[src/rtl/mem_access_if.sv]
// Memory-side request/response bus of the memory-access stage.
// The unit is the master; the data memory (or its model) is the slave.
interface mem_access_if #(
    parameter int XLEN = 32
) ();
    logic              mem_req;
    logic              mem_we;
    logic [XLEN/8-1:0] mem_be;
    logic [XLEN-1:0]   mem_adr;
    logic [XLEN-1:0]   mem_wdata;
    logic              mem_gnt;
    logic              mem_rvalid;
    logic [XLEN-1:0]   mem_rdata;

    modport master (
        output mem_req, mem_we, mem_be, mem_adr, mem_wdata,
        input  mem_gnt, mem_rvalid, mem_rdata
    );

    modport slave (
        input  mem_req, mem_we, mem_be, mem_adr, mem_wdata,
        output mem_gnt, mem_rvalid, mem_rdata
    );
endinterface

[src/rtl/mem_access_unit.sv]
// Memory-access / writeback-select stage: sized loads and stores over a
// req/gnt/rvalid bus, with misalignment detection and a bus timeout.
module mem_access_unit #(
    parameter int XLEN    = 32,
    parameter int TIMEOUT = 16
) (
    input  logic              clk,
    input  logic              rst,
    input  logic              valid_in,
    output logic              ready_out,
    input  logic [XLEN-1:0]   rz,
    input  logic [XLEN-1:0]   rm,
    input  logic              mem_read,
    input  logic              mem_write,
    input  logic [1:0]        mem_size,
    input  logic              mem_unsigned,
    input  logic [1:0]        y_sel,
    input  logic [XLEN-1:0]   ret_ad,
    mem_access_if.master      bus,
    output logic [XLEN-1:0]   ry,
    output logic              ry_valid,
    output logic              done,
    output logic              misalign_err,
    output logic              bus_err
);
    localparam int NB    = XLEN / 8;
    localparam int LSB   = $clog2(NB);
    localparam int CNT_W = (TIMEOUT > 1) ? $clog2(TIMEOUT + 1) : 1;
    localparam logic [CNT_W-1:0] CNT_LAST = (TIMEOUT > 0) ? CNT_W'(TIMEOUT - 1) : '0;

    typedef enum logic [1:0] {S_IDLE, S_REQ, S_WAIT} state_t;

    state_t            state_reg, state_next;
    logic [CNT_W-1:0]  cnt_reg, cnt_next;
    logic [LSB-1:0]    lane_reg, lane_next;
    logic [1:0]        size_reg, size_next;
    logic              uns_reg, uns_next;
    logic [1:0]        ysel_reg, ysel_next;
    logic [XLEN-1:0]   rz_reg, rz_next;
    logic [XLEN-1:0]   ret_reg, ret_next;
    logic [XLEN-1:0]   ry_reg, ry_next;
    logic              ry_valid_reg, ry_valid_next;
    logic              done_reg, done_next;
    logic              mis_reg, mis_next;
    logic              berr_reg, berr_next;
    logic              req_reg, req_next;
    logic              we_reg, we_next;
    logic [NB-1:0]     be_reg, be_next;
    logic [XLEN-1:0]   adr_reg, adr_next;
    logic [XLEN-1:0]   wdata_reg, wdata_next;

    logic              is_mem, is_store, misaligned, timeout_hit;
    logic [LSB-1:0]    lane;
    logic [NB-1:0]     be_sel;
    logic [XLEN-1:0]   wdata_b, wdata_h, wdata_w, wdata_sel;
    logic [XLEN-1:0]   rdata_sh, load_ext;

    function automatic logic [XLEN-1:0] wb_mux(input logic [1:0] sel,
                                               input logic [XLEN-1:0] a_rz,
                                               input logic [XLEN-1:0] a_ld,
                                               input logic [XLEN-1:0] a_ret);
        case (sel)
            2'd0:    wb_mux = a_rz;
            2'd1:    wb_mux = a_ld;
            2'd2:    wb_mux = a_ret;
            default: wb_mux = '0;
        endcase
    endfunction

    // Read+write together is an illegal encoding and is executed as a load.
    assign is_mem      = mem_read | mem_write;
    assign is_store    = mem_write & ~mem_read;
    assign lane        = rz[LSB-1:0];
    assign timeout_hit = (TIMEOUT > 0) && (cnt_reg == CNT_LAST);

    always_comb begin
        misaligned = 1'b0;
        case (mem_size)
            2'b01:   misaligned = rz[0];
            2'b10:   misaligned = (rz[1:0] != 2'b00);
            2'b11:   misaligned = (XLEN == 32) || (rz[2:0] != 3'b000);
            default: misaligned = 1'b0;
        endcase
    end

    always_comb begin
        case (mem_size)
            2'b00:   be_sel = NB'(1) << lane;
            2'b01:   be_sel = NB'(3) << lane;
            2'b10:   be_sel = (XLEN == 64) ? (NB'(15) << lane) : '1;
            default: be_sel = '1;
        endcase
    end

    // Store data is replicated into every lane so the memory needs no shifter.
    genvar gi;
    generate
        for (gi = 0; gi < NB; gi++) begin : g_rep_b
            assign wdata_b[8*gi +: 8] = rm[7:0];
        end
        for (gi = 0; gi < NB/2; gi++) begin : g_rep_h
            assign wdata_h[16*gi +: 16] = rm[15:0];
        end
        for (gi = 0; gi < NB/4; gi++) begin : g_rep_w
            assign wdata_w[32*gi +: 32] = rm[31:0];
        end
    endgenerate

    always_comb begin
        case (mem_size)
            2'b00:   wdata_sel = wdata_b;
            2'b01:   wdata_sel = wdata_h;
            2'b10:   wdata_sel = wdata_w;
            default: wdata_sel = rm;
        endcase
    end

    assign rdata_sh = bus.mem_rdata >> {lane_reg, 3'b000};

    always_comb begin
        case (size_reg)
            2'b00:   load_ext = uns_reg ? XLEN'(rdata_sh[7:0])  : XLEN'($signed(rdata_sh[7:0]));
            2'b01:   load_ext = uns_reg ? XLEN'(rdata_sh[15:0]) : XLEN'($signed(rdata_sh[15:0]));
            2'b10:   load_ext = uns_reg ? XLEN'(rdata_sh[31:0]) : XLEN'($signed(rdata_sh[31:0]));
            default: load_ext = rdata_sh;
        endcase
    end

    always_ff @(posedge clk) begin
        if (rst) begin
            state_reg    <= S_IDLE;
            cnt_reg      <= '0;
            lane_reg     <= '0;
            size_reg     <= '0;
            uns_reg      <= 1'b0;
            ysel_reg     <= '0;
            rz_reg       <= '0;
            ret_reg      <= '0;
            ry_reg       <= '0;
            ry_valid_reg <= 1'b0;
            done_reg     <= 1'b0;
            mis_reg      <= 1'b0;
            berr_reg     <= 1'b0;
            req_reg      <= 1'b0;
            we_reg       <= 1'b0;
            be_reg       <= '0;
            adr_reg      <= '0;
            wdata_reg    <= '0;
        end else begin
            state_reg    <= state_next;
            cnt_reg      <= cnt_next;
            lane_reg     <= lane_next;
            size_reg     <= size_next;
            uns_reg      <= uns_next;
            ysel_reg     <= ysel_next;
            rz_reg       <= rz_next;
            ret_reg      <= ret_next;
            ry_reg       <= ry_next;
            ry_valid_reg <= ry_valid_next;
            done_reg     <= done_next;
            mis_reg      <= mis_next;
            berr_reg     <= berr_next;
            req_reg      <= req_next;
            we_reg       <= we_next;
            be_reg       <= be_next;
            adr_reg      <= adr_next;
            wdata_reg    <= wdata_next;
        end
    end

    always_comb begin
        state_next = state_reg;
        case (state_reg)
            S_IDLE: if (valid_in && is_mem && !misaligned) state_next = S_REQ;
            S_REQ: begin
                if (bus.mem_gnt)      state_next = we_reg ? S_IDLE : S_WAIT;
                else if (timeout_hit) state_next = S_IDLE;
            end
            S_WAIT: begin
                if (bus.mem_rvalid || timeout_hit) state_next = S_IDLE;
            end
            default: state_next = S_IDLE;
        endcase
    end

    always_comb begin
        ry_next       = ry_reg;
        ry_valid_next = 1'b0;
        done_next     = 1'b0;
        mis_next      = 1'b0;
        berr_next     = 1'b0;
        req_next      = req_reg;
        we_next       = we_reg;
        be_next       = be_reg;
        adr_next      = adr_reg;
        wdata_next    = wdata_reg;
        lane_next     = lane_reg;
        size_next     = size_reg;
        uns_next      = uns_reg;
        ysel_next     = ysel_reg;
        rz_next       = rz_reg;
        ret_next      = ret_reg;
        cnt_next      = '0;
        case (state_reg)
            S_IDLE: begin
                if (valid_in) begin
                    if (!is_mem) begin
                        ry_next       = wb_mux(y_sel, rz, '0, ret_ad);
                        ry_valid_next = 1'b1;
                        done_next     = 1'b1;
                    end else if (misaligned) begin
                        mis_next  = 1'b1;
                        done_next = 1'b1;
                    end else begin
                        lane_next  = lane;
                        size_next  = mem_size;
                        uns_next   = mem_unsigned;
                        ysel_next  = y_sel;
                        rz_next    = rz;
                        ret_next   = ret_ad;
                        req_next   = 1'b1;
                        we_next    = is_store;
                        be_next    = be_sel;
                        adr_next   = {rz[XLEN-1:LSB], {LSB{1'b0}}};
                        wdata_next = wdata_sel;
                    end
                end
            end
            S_REQ: begin
                if (bus.mem_gnt) begin
                    req_next  = 1'b0;
                    done_next = we_reg;
                end else if (timeout_hit) begin
                    req_next  = 1'b0;
                    berr_next = 1'b1;
                    done_next = 1'b1;
                end else begin
                    cnt_next = cnt_reg + 1'b1;
                end
            end
            S_WAIT: begin
                if (bus.mem_rvalid) begin
                    ry_next       = (ysel_reg == 2'd1) ? load_ext
                                                       : wb_mux(ysel_reg, rz_reg, '0, ret_reg);
                    ry_valid_next = 1'b1;
                    done_next     = 1'b1;
                end else if (timeout_hit) begin
                    berr_next = 1'b1;
                    done_next = 1'b1;
                end else begin
                    cnt_next = cnt_reg + 1'b1;
                end
            end
            default: ;
        endcase
    end

    assign ready_out     = (state_reg == S_IDLE);
    assign ry            = ry_reg;
    assign ry_valid      = ry_valid_reg;
    assign done          = done_reg;
    assign misalign_err  = mis_reg;
    assign bus_err       = berr_reg;
    assign bus.mem_req   = req_reg;
    assign bus.mem_we    = we_reg;
    assign bus.mem_be    = be_reg;
    assign bus.mem_adr   = adr_reg;
    assign bus.mem_wdata = wdata_reg;
endmodule

[src/flat_wrapper.sv]
// flat-port wrapper written by rule: the top's interface ports become plain ports
module mem_access_unit_flat 
#(
    parameter int XLEN    = 32,
    parameter int TIMEOUT = 16
)
  (clk, rst, valid_in, ready_out, rz, rm, mem_read, mem_write, mem_size, mem_unsigned, y_sel, ret_ad, ry, ry_valid, done, misalign_err, bus_err, bus_mem_req, bus_mem_we, bus_mem_be, bus_mem_adr, bus_mem_wdata, bus_mem_gnt, bus_mem_rvalid, bus_mem_rdata);
  mem_access_if #(.XLEN(XLEN)) bus_i ();
  input  logic clk;
  input  logic rst;
  input  logic valid_in;
  output logic ready_out;
  input  logic [XLEN-1:0] rz;
  input  logic [XLEN-1:0] rm;
  input  logic mem_read;
  input  logic mem_write;
  input  logic [1:0] mem_size;
  input  logic mem_unsigned;
  input  logic [1:0] y_sel;
  input  logic [XLEN-1:0] ret_ad;
  output logic [XLEN-1:0] ry;
  output logic ry_valid;
  output logic done;
  output logic misalign_err;
  output logic bus_err;
  output wire logic [$bits(bus_i.mem_req)-1:0] bus_mem_req;
  output wire logic [$bits(bus_i.mem_we)-1:0] bus_mem_we;
  output wire logic [$bits(bus_i.mem_be)-1:0] bus_mem_be;
  output wire logic [$bits(bus_i.mem_adr)-1:0] bus_mem_adr;
  output wire logic [$bits(bus_i.mem_wdata)-1:0] bus_mem_wdata;
  input wire logic [$bits(bus_i.mem_gnt)-1:0] bus_mem_gnt;
  input wire logic [$bits(bus_i.mem_rvalid)-1:0] bus_mem_rvalid;
  input wire logic [$bits(bus_i.mem_rdata)-1:0] bus_mem_rdata;
  assign bus_mem_req = bus_i.mem_req;
  assign bus_mem_we = bus_i.mem_we;
  assign bus_mem_be = bus_i.mem_be;
  assign bus_mem_adr = bus_i.mem_adr;
  assign bus_mem_wdata = bus_i.mem_wdata;
  assign bus_i.mem_gnt = bus_mem_gnt;
  assign bus_i.mem_rvalid = bus_mem_rvalid;
  assign bus_i.mem_rdata = bus_mem_rdata;
  mem_access_unit #(.XLEN(XLEN), .TIMEOUT(TIMEOUT)) u_core (.clk(clk), .rst(rst), .valid_in(valid_in), .ready_out(ready_out), .rz(rz), .rm(rm), .mem_read(mem_read), .mem_write(mem_write), .mem_size(mem_size), .mem_unsigned(mem_unsigned), .y_sel(y_sel), .ret_ad(ret_ad), .bus(bus_i), .ry(ry), .ry_valid(ry_valid), .done(done), .misalign_err(misalign_err), .bus_err(bus_err));
endmodule
[config.mk]
export PLATFORM = sky130hd
export DESIGN_NAME = mem_access_unit_flat
export DESIGN_NICKNAME = d
export VERILOG_FILES = /design/src/rtl/mem_access_if.sv /design/src/rtl/mem_access_unit.sv /design/src/flat_wrapper.sv
export SDC_FILE = /design/constraint.sdc
export NUM_CORES = 1
export LEC_CHECK = 0
export ABC_AREA = 1
export ABC_CLOCK_PERIOD_IN_PS = 2100
export BUFFER_PORTS_ARGS = -buffer_cell sky130_fd_sc_hd__buf_4
export CELL_PAD_IN_SITES_DETAIL_PLACEMENT = 0
export CELL_PAD_IN_SITES_GLOBAL_PLACEMENT = 1
export CORE_ASPECT_RATIO = 1.25
export CORE_UTILIZATION = 35
export DETAILED_ROUTE_END_ITERATION = 6
export HOLD_SLACK_MARGIN = 0.15
export PLACE_DENSITY_LB_ADDON = 0.1
export SLEW_MARGIN = 20
export SYNTH_ARGS = -nofsm -noshare
export SYNTH_HDL_FRONTEND = slang
export SYNTH_SLANG_ARGS = --single-unit
[constraint.sdc]
create_clock -name clk -period 2.1 [get_ports clk]
set_input_delay 0 -clock clk [delete_from_list [all_inputs] [get_ports clk]]
set_output_delay 0 -clock clk [all_outputs]
set_load 0.03 [all_outputs]
==> impl_metrics.toml <==
[clocking]
cts_tree = "built"
cts_setup_buffers = 0
clock-sinks = 150
cts-root-buf = "clkbuf_16"
cts_buffers = 17
htree_levels = 4
clkTransAtPathRegs_ps = 70
insertion_delay_ps = 430
clk_path_buf_depth = 2

[worst_setup_path]
crit_family = "buffers and inverters"
slowest_stage = "dlygate4sd3_1"
critical_path_required_ps = 2410
r2r_cells = 8
cp.arrival_ps = 2280
crit_start = "u_core.state_reg[0]"
worst-path-buf-inv = 4
rrSetupSlack_ps = 130
crit_type = "reg2reg"
cp.depth = 8
r2r_end = "u_core.done"
worst_setup_path_end_kind = "register"
path_max_fanout = 15
crit_chain = "inv_1, ha_1, inv_2, buf_6, o21ai_0, a21oi_1, a211oi_1, dlygate4sd3_1"
critical_path.startpoint_type = "register"
crit_path_end = "u_core.done"
slowest_delay_ps = 560
reg2reg_from = "u_core.state_reg[0]"

[die]
core_um2 = 21000
ios = 247
initial_core_util_pct = 36.0
fp.dieH_um = 166
die_area_um2 = 22200
rows = 59
dieWidth_um = 133

[placed_design]
portBuffers = 244
dp.cells = 1603
place_congestion = 0.820
dp_hpwl_um = 20100

[job]
drv_cap = 0

[timing]
rsz0062_at_grt = "false"
hold_viol_final = 0
setup_violations = 0
fin_crit_ps = 1970
post-route-period-util_pct = 93.7
drv_slew = 0
max_freq_mhz = 508
tns_ps = 0
tightest_slew_ps = 690
maxSlewHeadroom_pct = 53.9
fin_worst_skew_ps = 10.9

[synth]
synth.cell_area_um2 = 7550
synth_edf_count = 0
async_reset_ff_share_pct = 0
ys_ff_latch = 150
synth_top_cell_by_area = "dfxtp_1"
yosys-top-cells-area = "dfxtp_1 (40%), nand2_1 (18%), a21oi_1 (13%), nand3_1 (5.8%), o21ai_0 (4.6%)"
ys.warnings.count = 0
syn_avg_cell_area_um2 = 6.62
synth_cell_types = 33
syn_inst = 1140
synth_seq_area_share_pct = 39.8
yosys_most_used_dff = "dfxtp_1"
synth_top_area_share_pct = 39.8

[cells_and_area]
multi_input_area_um2 = 3940
final-instance-count-excl-fill = 1758
register_area_um2 = 3000
fillCellCount = 2126
antenna_cells = 0
nets = 1616
area_growth_pct = 51.8
drive_gt1_share_pct = 22.1

[grt]
grt_overflow_total = 0
grt_use_total_pct = 26.8
grt_pass1_vias = 8754
grt_max_degree = 94
grt_pass1_wl_um = 46800
antenna_found_initial = 0

[routing]
vias = 8928
ant_nets = 0
finalWirelength_um = 29700
wl_per_cell_um = 16.9
drt_iter0_markers = 554
drc_errors = 0
firstDrtPassIters = 5
vias_per_cell = 5.08

[pwr]
clkPwrFrac_pct = 37.6
p_total_mw = 7.93
power_frac_comb_pct = 23.2
p_int_mw = 5.37
peakVddDrop_uv = 598
switching_share_pct = 32.4
powerDensity_nw_per_um2 = 692
p_leak_nw = 5.04
p_switching_mw = 2.57
pwr-share-seq_pct = 39.2

[worst_hold_path]
hold_path_class = "in2reg"

[run_status]
status = "finished clean"
==> through the flow <==
step / worst slack [ps] / utilization [%] / hold WS, ps / area, um^2
floorplan: 290 / - / 128 / 7550
global placement: 216 / 46.0 / 247 / 9640
detailed placement: 170 / 46.0 / 255 / 9650
CTS: 82.9 / 54.6 / 151 / 11400
global route: 32.6 / 54.7 / 195 / 11500
finish: 132 / 54.7 / 151 / 11500
==> power by group through the flow <==
stage                     clock network, mW  registers (mW)  logic [mW]
after detailed placement                  0            3.17        1.64
after global routing                   3.15            3.13        2.00
after floorplan                           0            3.37       0.718
after global placement                    0            3.17        1.63
after CTS                              3.05            3.11        1.83
final                                  2.98            3.11        1.84
==> kinds of logic after synthesis <==
kind of cell	count (synthesis)	synth area share, %
AO/OA/AOI/OAI	320	23.3
XOR/XNOR	2	0.232
adder cells (fa/ha/maj)	5	0.829
buffers and inverters	158	8.57
flip-flops	150	39.8
other	1	0.0497
AND/OR/NAND/NOR	504	27.2
==> how the worst min path moves through the flow <==
stage                           start                 to  slack [ps]  cells past startpoint
floorplan                      rz[15]  u_core.rz_reg[15]         130                      2
global placement                rz[3]   u_core.rz_reg[3]         250                      3
detailed placement              rz[4]   u_core.rz_reg[4]         250                      3
CTS                 bus_mem_rdata[28]      u_core.ry[28]         150                      7
global route                 y_sel[1]      u_core.ry[29]         190                      6
finish              bus_mem_rdata[28]      u_core.ry[28]         150                      7
==> cells in the final DEF (no fill, tap or decap), types with 3 or more instances in the layout <==
master / Yosys / routed
or2_2: 9 / 9
dfxtp_1: 150 / 150
inv_6: 0 / 7
a31oi_1: 9 / 9
a21oi_1: 193 / 193
o21ai_0: 69 / 69
ha_1: 5 / 5
buf_12: 0 / 3
nand4_1: 4 / 4
a221oi_1: 12 / 12
inv_1: 67 / 67
nand3_1: 88 / 88
clkbuf_16: 0 / 17
nand2_1: 367 / 367
buf_4: 7 / 270
nor3_1: 3 / 3
o211ai_1: 31 / 31
nor2_1: 29 / 25
dlygate4sd3_1: 0 / 123
==> cells in the mapped netlist (2+ instances only) <==
cell / n
a221oi_1: 12
buf_2: 16
o21ai_0: 69
buf_1: 6
ha_1: 5
nor3_1: 3
inv_2: 3
buf_4: 7
nand2_1: 367
a21oi_1: 193
a31oi_1: 9
a211oi_1: 2
nand3_1: 88
or2_2: 9
dfxtp_1: 150
inv_1: 67
nand4_1: 4
nor2_1: 29
clkbuf_1: 57
o211ai_1: 31
==> worst reg2reg max path, delay by kind of cell (launching register included) <==
family / cells / cell delay (ps)
AO/OA/AOI/OAI: 3 / 300
buffers and inverters: 4 / 920
adder cells (fa/ha/maj): 1 / 250
flip-flops: 1 / 380
==> what timing repair did <==
item | CTS | global route
endpoints found under the hold margin | 148 | 0
hold buffers | 123 | 0
endpoints found under the setup margin | 0 | 20
resized for setup | 0 | 2
==> final cells by class <==
type	instances	share of cell area, %
Multi-Input combinational cell	833	34.4
Timing Repair Buffer	398	29.1
Sequential cell	150	26.2
Clock buffer	18	3.83
Tap cell	274	2.99
Inverter	71	2.34
Clock inverter	14	1.14
==> per-layer routing <==
layer | vias to the layer above | share of wire [%] | global-route usage (%) | wire, um
met5 | - | 0 | 0 | 0
met4 | 0 | 2.8 | 10.2 | 819
met3 | 45 | 7.2 | 6.84 | 2150
met2 | 345 | 49 | 45.5 | 14400
met1 | 4081 | 41 | 32.3 | 12300
li1 | 4457 | - | - | -
Power figures use the tool's default switching activity.
